==> config.mk <==
export PLATFORM = sky130hd
export DESIGN_NAME = uart_prog_loader
export DESIGN_NICKNAME = d
export VERILOG_FILES = /design/src/rtl/uart_prog_loader.sv
export SDC_FILE = /design/constraint.sdc
export NUM_CORES = 1
export LEC_CHECK = 0
export BUFFER_PORTS_ARGS = -buffer_cell sky130_fd_sc_hd__buf_2
export CORE_ASPECT_RATIO = 2
export CORE_MARGIN = 2
export CORE_UTILIZATION = 46
export DETAILED_ROUTE_END_ITERATION = 16
export SLEW_MARGIN = 20
export SYNTH_ARGS = -nofsm -noshare
export SYNTH_HDL_FRONTEND = slang
export SYNTH_SLANG_ARGS = --single-unit
==> constraint.sdc <==
create_clock -name i_clk -period 3.4 [get_ports i_clk]
set_input_delay 0.34 -clock i_clk [delete_from_list [all_inputs] [get_ports i_clk]]
set_output_delay 0.34 -clock i_clk [all_outputs]
set_load 0.02 [all_outputs]
==> src/rtl/uart_prog_loader.sv <==
// UART-fed program memory: 8N1 bytes received while i_load is high are stored at consecutive
// addresses from 0; the CPU reads the memory combinationally through i_pc.
module uart_prog_loader #(
   parameter int UBRR   = 10415,
   parameter int DATA_W = 8,
   parameter int ADDR_W = 5
)(
   input  logic              i_clk,
   input  logic              i_rst_n,
   input  logic              i_rx,
   input  logic              i_load,
   input  logic [ADDR_W-1:0] i_pc,
   output logic [DATA_W-1:0] o_data_out,
   output logic              o_fe,
   output logic              o_busy,
   output logic [ADDR_W:0]   o_wr_count,
   output logic              o_full
);

   localparam int DEPTH = 2**ADDR_W;
   localparam int CNT_W = (UBRR > 1) ? $clog2(UBRR + 1) : 1;
   localparam int BIT_W = (DATA_W > 1) ? $clog2(DATA_W) : 1;
   localparam logic [CNT_W-1:0]  HALF_BIT   = CNT_W'(UBRR / 2);
   localparam logic [CNT_W-1:0]  FULL_BIT   = CNT_W'(UBRR);
   localparam logic [BIT_W-1:0]  LAST_BIT   = BIT_W'(DATA_W - 1);
   localparam logic [ADDR_W:0]   FULL_COUNT = (ADDR_W+1)'(DEPTH);

   typedef enum logic [2:0] {
      S_IDLE,
      S_START,
      S_DATA,
      S_STOP,
      S_WAITHI
   } state_t;

   state_t             r_state;
   logic               r_rxMeta;
   logic               r_rxs;
   logic               r_loadPrev;
   logic [CNT_W-1:0]   r_bcnt;
   logic [BIT_W-1:0]   r_bitIdx;
   logic [DATA_W-1:0]  r_shift;
   logic               r_fe;
   logic [ADDR_W:0]    r_wrCount;
   logic [DATA_W-1:0]  r_mem [DEPTH];

   logic w_full;
   logic w_tick;
   logic w_loadRise;
   logic w_wrEn;

   assign w_full     = (r_wrCount == FULL_COUNT);
   assign w_tick     = (r_bcnt == '0);
   assign w_loadRise = i_load & ~r_loadPrev;
   assign w_wrEn     = i_load && (r_state == S_STOP) && w_tick && r_rxs && !w_full;

   // RX is asynchronous to the clock, so it is resynchronised before any decision uses it.
   always_ff @(posedge i_clk or negedge i_rst_n) begin
      if (!i_rst_n) begin
         r_rxMeta <= 1'b1;
         r_rxs    <= 1'b1;
      end else begin
         r_rxMeta <= i_rx;
         r_rxs    <= r_rxMeta;
      end
   end

   always_ff @(posedge i_clk or negedge i_rst_n) begin
      if (!i_rst_n) begin
         r_state    <= S_IDLE;
         r_loadPrev <= 1'b0;
         r_bcnt     <= '0;
         r_bitIdx   <= '0;
         r_shift    <= '0;
         r_fe       <= 1'b0;
         r_wrCount  <= '0;
      end else begin
         r_loadPrev <= i_load;
         if (!i_load) begin
            r_state <= S_IDLE;
         end else begin
            case (r_state)
               S_IDLE: begin
                  if (!r_rxs) begin
                     r_state <= S_START;
                     r_bcnt  <= HALF_BIT;
                  end
               end
               S_START: begin
                  if (!w_tick) begin
                     r_bcnt <= r_bcnt - CNT_W'(1);
                  end else if (!r_rxs) begin
                     r_state  <= S_DATA;
                     r_bcnt   <= FULL_BIT;
                     r_bitIdx <= '0;
                  end else begin
                     r_state <= S_IDLE;
                  end
               end
               S_DATA: begin
                  if (!w_tick) begin
                     r_bcnt <= r_bcnt - CNT_W'(1);
                  end else begin
                     r_shift <= {r_rxs, r_shift[DATA_W-1:1]};
                     r_bcnt  <= FULL_BIT;
                     if (r_bitIdx == LAST_BIT) begin
                        r_state <= S_STOP;
                     end else begin
                        r_bitIdx <= r_bitIdx + BIT_W'(1);
                     end
                  end
               end
               S_STOP: begin
                  if (!w_tick) begin
                     r_bcnt <= r_bcnt - CNT_W'(1);
                  end else if (r_rxs) begin
                     if (!w_full) begin
                        r_wrCount <= r_wrCount + (ADDR_W+1)'(1);
                     end
                     r_state <= S_IDLE;
                  end else begin
                     r_fe    <= 1'b1;
                     r_state <= S_WAITHI;
                  end
               end
               S_WAITHI: begin
                  // A held-low line (break) must see a high level before a new frame may start.
                  if (r_rxs) begin
                     r_state <= S_IDLE;
                  end
               end
               default: r_state <= S_IDLE;
            endcase
         end
         if (w_loadRise) begin
            r_wrCount <= '0;
            r_fe      <= 1'b0;
         end
      end
   end

   // Program memory keeps its contents across reset so a downloaded program survives a CPU reset.
   always_ff @(posedge i_clk) begin
      if (w_wrEn) begin
         r_mem[r_wrCount[ADDR_W-1:0]] <= r_shift;
      end
   end

   assign o_data_out = r_mem[i_pc];
   assign o_fe       = r_fe;
   assign o_busy     = (r_state != S_IDLE);
   assign o_wr_count = r_wrCount;
   assign o_full     = w_full;

endmodule

Word-level counts from Yosys, hierarchy flattened
Memories as Yosys holds them, arrays and structs flattened. Cells that the tools add are included.

Flip-flop bits (word level): 38. Input port bits: 9. Memory bits (writable): 256. Output and inout bits: 17. Memories: 1. Logic and storage cells: 90.

Bitwise gates (word level): 2. Add/sub/neg operators: 3. Mux-type cells: 34. Equal/unequal tests: 21. Reductions and logical operators: 20.

Memory list: r_mem (depth 32, bits a word 8, read ports 1, clocked after memory_dff 0, wr ports 1, RTL line 45) `logic [DATA_W-1:0] r_mem [DEPTH];`.

Operators with widths (number): $mux W14 (5); $pmux W14 S4 (1); $mux W3 (12); $mux W6 (6); $ne A3 B3 Y1 const B (7); $pmux W3 S5 (1); $logic_not A14 Y1 (1); $sub A14 B1 Y14 const B (1); $ne A2 B2 Y1 const B (6); $reduce_and A6 Y1 (2); $reduce_and A5 Y1 (2); $reduce_bool A2 Y1 (5); $mux W1 (7); $add A6 B1 Y6 const B (1); $eq A3 B2 Y1 const B (2); $eq A3 B3 Y1 const B (2); $eq A6 B6 Y1 const B (1); $pmux W3 S2 (1); $logic_and A1 B1 Y1 (4); $ne A2 B1 Y1 const B (2); $reduce_and A4 Y1 (1); $reduce_bool A4 Y1 (1); $add A3 B1 Y3 const B (1); $eq A3 B1 Y1 const B (1); other kinds (7) (7).

Longest topological paths before layout
Gate-level depths: netlist (run 1).

Word-level depth: 7. Mapped depth: 8. Gate-level depth less buffers: 7.

Least setup slack after synthesis (run 1)
OpenSTA, ideal clock, no wires.

Path kind: register -> register. From: reg r_bcnt[0]. To: mem r_mem[10][0], enable pin. Required time: 3.030 ns. Slack: 0.981 ns. Library setup time: 0.370 ns. Cell stages (with the launch flop): 8. Path buffers: 0. Period minus slack after synthesis: 2.419 ns. Arrival time: 2.049 ns. Cells stage by stage: dfrtp_1 > inv_1 > ha_1 > nor3b_1 > nand4_4 > nor2_1 > nand2_1 > nor2_1.

Cells in the longest elaborated chain, start to end: 6.

RTL lines: from (decl) (RTL line 40) `logic [CNT_W-1:0] r_bcnt;`; from (signal assigned) (RTL line 91) `r_bcnt <= r_bcnt - CNT_W'(1);`; from (signal assigned) (RTL line 102) `r_bcnt <= r_bcnt - CNT_W'(1);`; from (signal assigned) (RTL line 115) `r_bcnt <= r_bcnt - CNT_W'(1);`; $logic_not A14 Y1 (RTL line 53) `assign w_tick = (r_bcnt == '0);`; $logic_and A1 B1 Y1 (3 in a row) (RTL line 55) `assign w_wrEn = i_load && (r_state == S_STOP) && w_tick && r_rxs && !w_full;`; $mux W1 (RTL line 144) `if (w_wrEn) begin`; $mux W1 (not written as such) (RTL line 145) `r_mem[r_wrCount[ADDR_W-1:0]] <= r_shift;`; to (decl) (RTL line 45).

No other way between the ends.

Final worst setup path (run 1)
From: reg r_bcnt[0]. To: mem r_mem[24][1], enable pin.

Same word-level chain as after synthesis.

==> results of run 1 <==
## cell usage in the layout (no fill, tap or decap), types with 3 or more instances in the layout
| cell | instances |
|---|---|
| nor4_1 | 3 |
| nor2b_1 | 4 |
| clkbuf_1 | 4 |
| nor3b_1 | 5 |
| ha_1 | 8 |
| nor3_1 | 6 |
| mux2i_1 | 16 |
| edfxtp_1 | 256 |
| dlygate4sd3_1 | 3 |
| clkinv_2 | 5 |
| mux2_2 | 9 |
| a31oi_1 | 3 |
| nor3_2 | 3 |
| mux4_2 | 56 |
| o22a_1 | 4 |
| a21oi_1 | 21 |
| o21ai_1 | 3 |
| buf_12 | 3 |
| dfrtp_2 | 6 |
| nor2_1 | 53 |
| a22oi_1 | 9 |
| or3_1 | 9 |
| mux4_1 | 16 |
| dfrtp_1 | 30 |
| and2_1 | 3 |
| nand3_1 | 3 |
| buf_2 | 24 |
| nand2_1 | 18 |
| o21a_1 | 9 |
| inv_1 | 13 |
| clkbuf_16 | 26 |
| clkinv_1 | 6 |
| xnor2_1 | 6 |
| buf_4 | 35 |
| o22ai_1 | 4 |
## routing by layer
| metal | up-vias | part of all wire [%] | GRT usage (%) |
|---|---|---|---|
| li1 | 2709 | - | - |
| met1 | 3116 | 42 | 24.50 |
| met2 | 144 | 51 | 30.51 |
| met3 | 27 | 4.2 | 2.271 |
| met4 | 0 | 2.0 | 5.469 |
| met5 | - | 0 | 0 |
## cell families (layout without fill, tap and decap cells)
group,Yosys count,count (layout),synth area share [%]
buf+inv,45,126,2.068
simple gates,122,122,5.479
fa+ha+maj,8,8,0.8271
mux,97,97,16.05
compound gates,65,65,3.742
xor+xnor,6,6,0.4342
flops,294,294,71.39
## through the flow
step           utilization, %  power (mW)  hold slack [ps]  instance area (um^2)
2_1_floorplan               -       4.164            44.41                 12100
3_3_place_gp            49.01       4.234            346.7                 12770
3_5_place_dp            49.03       4.238            354.2                 12780
4_1_cts                 52.33       7.121            364.0                 13640
5_1_grt                 52.35       7.269            364.8                 13640
6_report                52.35       7.036            362.8                 13640
## registers in the layout, indices dropped and copies added (netlist names)
register,flops
r_state,3
r_rxs,1
o_wr_count,6
r_bitIdx,3
r_shift,8
r_loadPrev,1
r_mem,256
o_fe,1
r_rxMeta,1
r_bcnt,14
## path summary, 6_finish.rpt
path / from / end / slack (ps) / depth (start not counted)
setup / recovery: r_bcnt[0] / r_mem[24][1] / 490 / 7
hold / removal: r_rxMeta / r_rxs / 360 / 0
setup reg to reg: r_bcnt[0] / r_mem[24][1] / 490 / 7
hold reg to reg: r_rxMeta / r_rxs / 360 / 0
max in group asynchronous: i_rst_n / r_shift[7] / 2380 / 2
min in group asynchronous: i_rst_n / r_shift[5] / 440 / 2
## report_power, final
| part | internal [mW] | switching, mW |
|---|---|---|
| registers | 3.88 | 0.0159 |
| logic | 0.117 | 0.146 |
| clock network | 1.58 | 1.30 |
## layout make-up
cell class	count	area, um^2	share of cell area [%]
multi-input cells	298	3212	23.54
repair buffers	65	473.0	3.466
well taps	344	430.4	3.155
clock inverters	18	166.4	1.220
clock buffers	30	665.6	4.879
inverters	13	48.80	0.3576
flip-flops and latches	294	8648	63.38
## repair_timing
item,in CTS,in global routing
hold buffers,3,0
hold endpoints to repair,38,0
setup buffers,0,0
==> out/metrics.yaml, run 1 <==
status:
  status: "complete, no violations"
setup_path:
  critPathBufInv: 1
  cp_slowest_cell: "nor2_1"
  end_kind: "register"
  cp_max_fo: 9
  critPathKind: "register to register"
  cp.required_ps: 3570
  critPathMaxStageDelay_ps: 620
  start_kind: "register"
  cp_top_family: "simple AND/OR/NAND/NOR gates"
  cp.arrival_ps: 3070
  path_cells: "inv_1, ha_1, nor3b_1, nand4_4, nor2_1, nand2_1, nor2_1"
  critPathMostFrequentCell: "nor2_1"
global_routing:
  grt_pass1_wl_um: 37140
  antenna_found_initial: 0
  grt_pass1_vias: 6078
  grt_max_degree: 44
  grt_usage_pct: 18.00
  overflow: 0
floorplan:
  die_y_um: 233.4
  rows: 84
  fp.dieW_um: 118.7
  start_util_pct: 46.43
  die_area_um2: 27700
  io_pins: 26
  core-area_um2: 26070
placement:
  gp_congestion: 0.8033
  hpwl_um: 15470
  pre_cts_ws_ps: 480.8
  place_inst: 1011
  io_buffers: 25
timing:
  rsz0062_at_grt: "false"
  tns_ps: 0
  worst_slew_pin_slew_ps: 1042
  setup_ws_ps: 494.5
  finalHoldViolCount: 0
  skew_ps: 16.43
  post-route-min-period_ps: 2905
  min_period_over_period_pct: 85.45
  slew_violations: 0
  fmax_mhz: 344.2
  max_slew_margin_pct: 30.53
  setup_viol: 0
cells_and_area:
  final_cells: 1062
  syn_to_final_growth_pct: 12.74
  final_layout_size_suffix_gt1_share_pct: 25.63
  fin_nets: 715
  diodes: 0
  fill_cells: 2147
synthesis:
  syn_area_per_cell_um2: 19.00
  synthCells: 637
  netlist_area_um2: 12100
  yosysSeqAreaShare_pct: 71.39
  synth-edff-count: 256
  yosys-top-cells-area: "edfxtp_1 64%, mux4_2 10%, dfrtp_1 7.4%"
  ys_seq_elements: 294
  ys_top_cells_by_count: "256 x edfxtp_1, 56 x mux4_2, 53 x nor2_1"
  synth_top_area_share_pct: 63.52
  synth_top_area_cell: "edfxtp_1"
  synth-async-reset-ratio_pct: 12.93
  synth_flop_cell: "edfxtp_1"
  ys.warnings.count: 0
  synth.distinct_cells: 56
  syn_nets: 654
  yosysMostFrequentCell: "edfxtp_1"
clock_tree:
  numClockSinks: 294
  insertion_delay_ps: 550
  cts-resized-gates: 0
  clkTransAtPathRegs_ps: 70
  cts_tree: "yes"
  root_buffer: "clkbuf_16"
  clock_path_buffers: 3
  cts_buffers: 26
  htree_levels: 1
route:
  finalWirelength_um: 24410
  route.detailed.drc: 0
  drt-initial-drc-count: 454
  vias_per_cell: 5.646
  routedWlPerCell_um: 22.99
  via_count: 5996
  antenna_left: 0
  dr.pass1.iters: 5
power_and_ir_drop:
  power_density_nw_per_um2: 515.7
  peakVddDrop_mv: 0.4408
  leakagePower_nw: 5.000
run:
  drv_cap: 0
hold_path:
  hold_path_class: "register to register"
Note: power is estimated with default switching activity, not from simulation.
==> run 2, diff against run 1 <==
==> constraint.sdc (replaced) <==
create_clock -name i_clk -period 3.4 [get_ports i_clk]
set_input_delay 0.17 -clock i_clk [delete_from_list [all_inputs] [get_ports i_clk]]
set_output_delay 0.17 -clock i_clk [all_outputs]
set_load 0.1 [all_outputs]
==> out/metrics.yaml, run 2 (same netlist as run 1, synthesis figures left out) <==
status:
  status: "complete, no violations"
route:
  route.detailed.drc: 0  # unchanged
  routedWlPerCell_um: 23.21  # +0.98%
  finalWirelength_um: 24520  # +0.41%
  drt-initial-drc-count: 529  # +17%
  dr.pass1.iters: 5  # unchanged
  vias_per_cell: 5.659  # +0.23%
  antenna_left: 0  # unchanged
  via_count: 5976  # -0.33%
placement:
  io_buffers: 25  # unchanged
  pre_cts_ws_ps: 425.4  # -55.34 ps
  gp_congestion: 0.8099  # +0.82%
  hpwl_um: 15390  # -0.54%
global_routing:
  antenna_found_initial: 0  # unchanged
  grt_usage_pct: 18.28  # +0.28 points
  overflow: 0  # unchanged
  grt_pass1_vias: 6095  # +0.28%
  grt_max_degree: 41  # -6.8%
  grt_pass1_wl_um: 37920  # +2.1%
power_and_ir_drop:
  internal-power_mw: 5.750  # +3.2%
  power_density_nw_per_um2: 527.5  # +2.3%
  total_power_mw: 7.192  # +2.2%
  swShare_pct: 20.05  # -0.77 points
  combPwrFrac_pct: 4.5  # +0.8 points
  leakagePower_nw: 4.979  # -0.42%
  peakVddDrop_mv: 0.6135  # +39%
  power_switching_mw: 1.442  # -1.5%
  power.share.sequential_pct: 54.1  # -1.3 points
  clkPwrFrac_pct: 41.4  # +0.5 points
timing:
  setup_ws_ps: 463.7  # -30.86 ps
  post-route-min-period_ps: 2936  # +30.86 ps
  rsz0062_at_grt: "false"
  setup_viol: 0  # unchanged
  slew_violations: 0  # unchanged
  finalHoldViolCount: 0  # unchanged
  fin_hold_ws_ps: 299.8  # -62.98 ps
  tns_ps: 0  # unchanged
  min_period_over_period_pct: 86.36  # +0.91 points
  fmax_mhz: 340.6  # -1.1%
  max_slew_margin_pct: 43.44  # +13 points
  worst_slew_pin_slew_ps: 848.4  # -193.7 ps
  skew_ps: 19.64  # +3.210 ps
setup_path:
  cp_top_family: "simple AND/OR/NAND/NOR gates"
  rr_startpoint: "r_bcnt[0]"
  rr_endpoint: "r_mem[25][3]"
  ff2ff_path_depth: 7  # unchanged
  start_kind: "register"
  cp.required_ps: 3540  # -30 ps
  critPathMostFrequentCell: "nor2_1"
  cp_max_fo: 9  # unchanged
  critPathMaxStageDelay_ps: 640  # +20 ps
  r2r_slack_ps: 460  # -30 ps
  critPathKind: "register to register"
  cp_slowest_cell: "nor2_1"
  path_cells: "inv_1, ha_1, nor3b_1, nand4_4, nor2_1, nand2_1, nor2_1"
  critPathBufInv: 1  # unchanged
  cp.arrival_ps: 3080  # about the same
  end_kind: "register"
hold_path:
  hold_path_class: "primary input to asynchronous set/reset pin"
floorplan:
  fp.dieW_um: 118.7  # unchanged
  io_pins: 26  # unchanged
  start_util_pct: 46.43  # unchanged
  rows: 84  # unchanged
  core-area_um2: 26070  # unchanged
  die_area_um2: 27700  # unchanged
  die_y_um: 233.4  # unchanged
clock_tree:
  cts_buffers: 25  # -3.8%
  clkTransAtPathRegs_ps: 70  # about the same
  post_cts_buffers: 0  # unchanged
  cts_tree: "yes"
  clock_path_buffers: 3  # unchanged
  htree_levels: 1  # unchanged
  numClockSinks: 294  # unchanged
  insertion_delay_ps: 530  # -20 ps
  root_buffer: "clkbuf_16"
cells_and_area:
  final_util_pct: 52.31  # about the same
  largest_reg_flops: 256  # unchanged
  fin_nets: 711  # -0.56%
  diodes: 0  # unchanged
  final_common_cell: "edfxtp_1"
  fill_cells: 2179  # +1.5%
  syn_to_final_growth_pct: 12.65  # about the same
  layout_common_cells: "256 x edfxtp_1, 56 x mux4_2, 53 x nor2_1"
  final_layout_size_suffix_gt1_share_pct: 25.00  # -0.63 points
run:
  drv_cap: 0  # unchanged
[run 2: cell count changes in the layout (fill, tap and decap cells not counted), moves of 2 or more]
cell,before,now
clkbuf_1,4,6
clkinv_2,5,0
buf_4,35,33
bufinv_16,2,5
clkinv_8,2,0
[run 2: worst register-to-register path, delay by kind of cell (launching register included)]
| family | cells | cell delay, ps |
|---|---|---|
| simple gates | 5 | 1890 |
| fa+ha+maj | 1 | 170 |
| buf+inv | 1 | 140 |
| flops | 1 | 370 |
[run 2: worst max-delay path by stage]
stage             startpoint           end  slack (ps)  cells past startpoint
2_1_floorplan  o_wr_count[3]        o_full         520                      3
3_3_place_gp       r_bcnt[0]  r_mem[25][6]         620                      7
3_5_place_dp       r_bcnt[0]  r_mem[25][6]         430                      7
4_1_cts            r_bcnt[0]  r_mem[25][3]         410                      7
5_1_grt            r_bcnt[0]  r_mem[30][1]         250                      7
6_report           r_bcnt[0]  r_mem[25][3]         460                      7
[run 2: layer usage]
metal	GRT usage, %	wire length [um]	up-vias
li1	-	-	2693
met1	26.04	10750	3127
met2	30.68	12390	128
met3	1.831	958	28
met4	4.241	415	0
met5	0	0	-
[run 2: layout make-up]
type	count	area, um^2	share of cell area (%)
Multi-Input combinational cell	298	3212	23.56
Timing Repair Buffer	62	437.9	3.212
Inverter	13	48.80	0.3579
Clock inverter	13	193.9	1.422
Tap cell	344	430.4	3.157
Clock buffer	32	661.9	4.855
Sequential cell	294	8650	63.44
[run 2: power by group through the flow]
stage	Sequential [mW]	Combinational (mW)	Clock, mW
5_1_grt	3.89	0.344	3.19
6_report	3.89	0.321	2.98
4_1_cts	3.89	0.327	3.06
2_1_floorplan	3.97	0.260	0
3_3_place_gp	3.97	0.319	0
3_5_place_dp	3.97	0.324	0
[run 2: metrics by stage]
stage	instance area, um^2	cells
after global placement	12740	1008
final	13630	1056
after detailed placement	12740	1008
after global routing	13630	1056
after CTS	13630	1056
after floorplan	12100	637
[run 2: repair_timing]
action	4_1_cts	5_1_grt
endpoints found under the setup margin	0	0
hold buffers	3	0
endpoints found under the hold margin	39	0
resized for setup	0	0
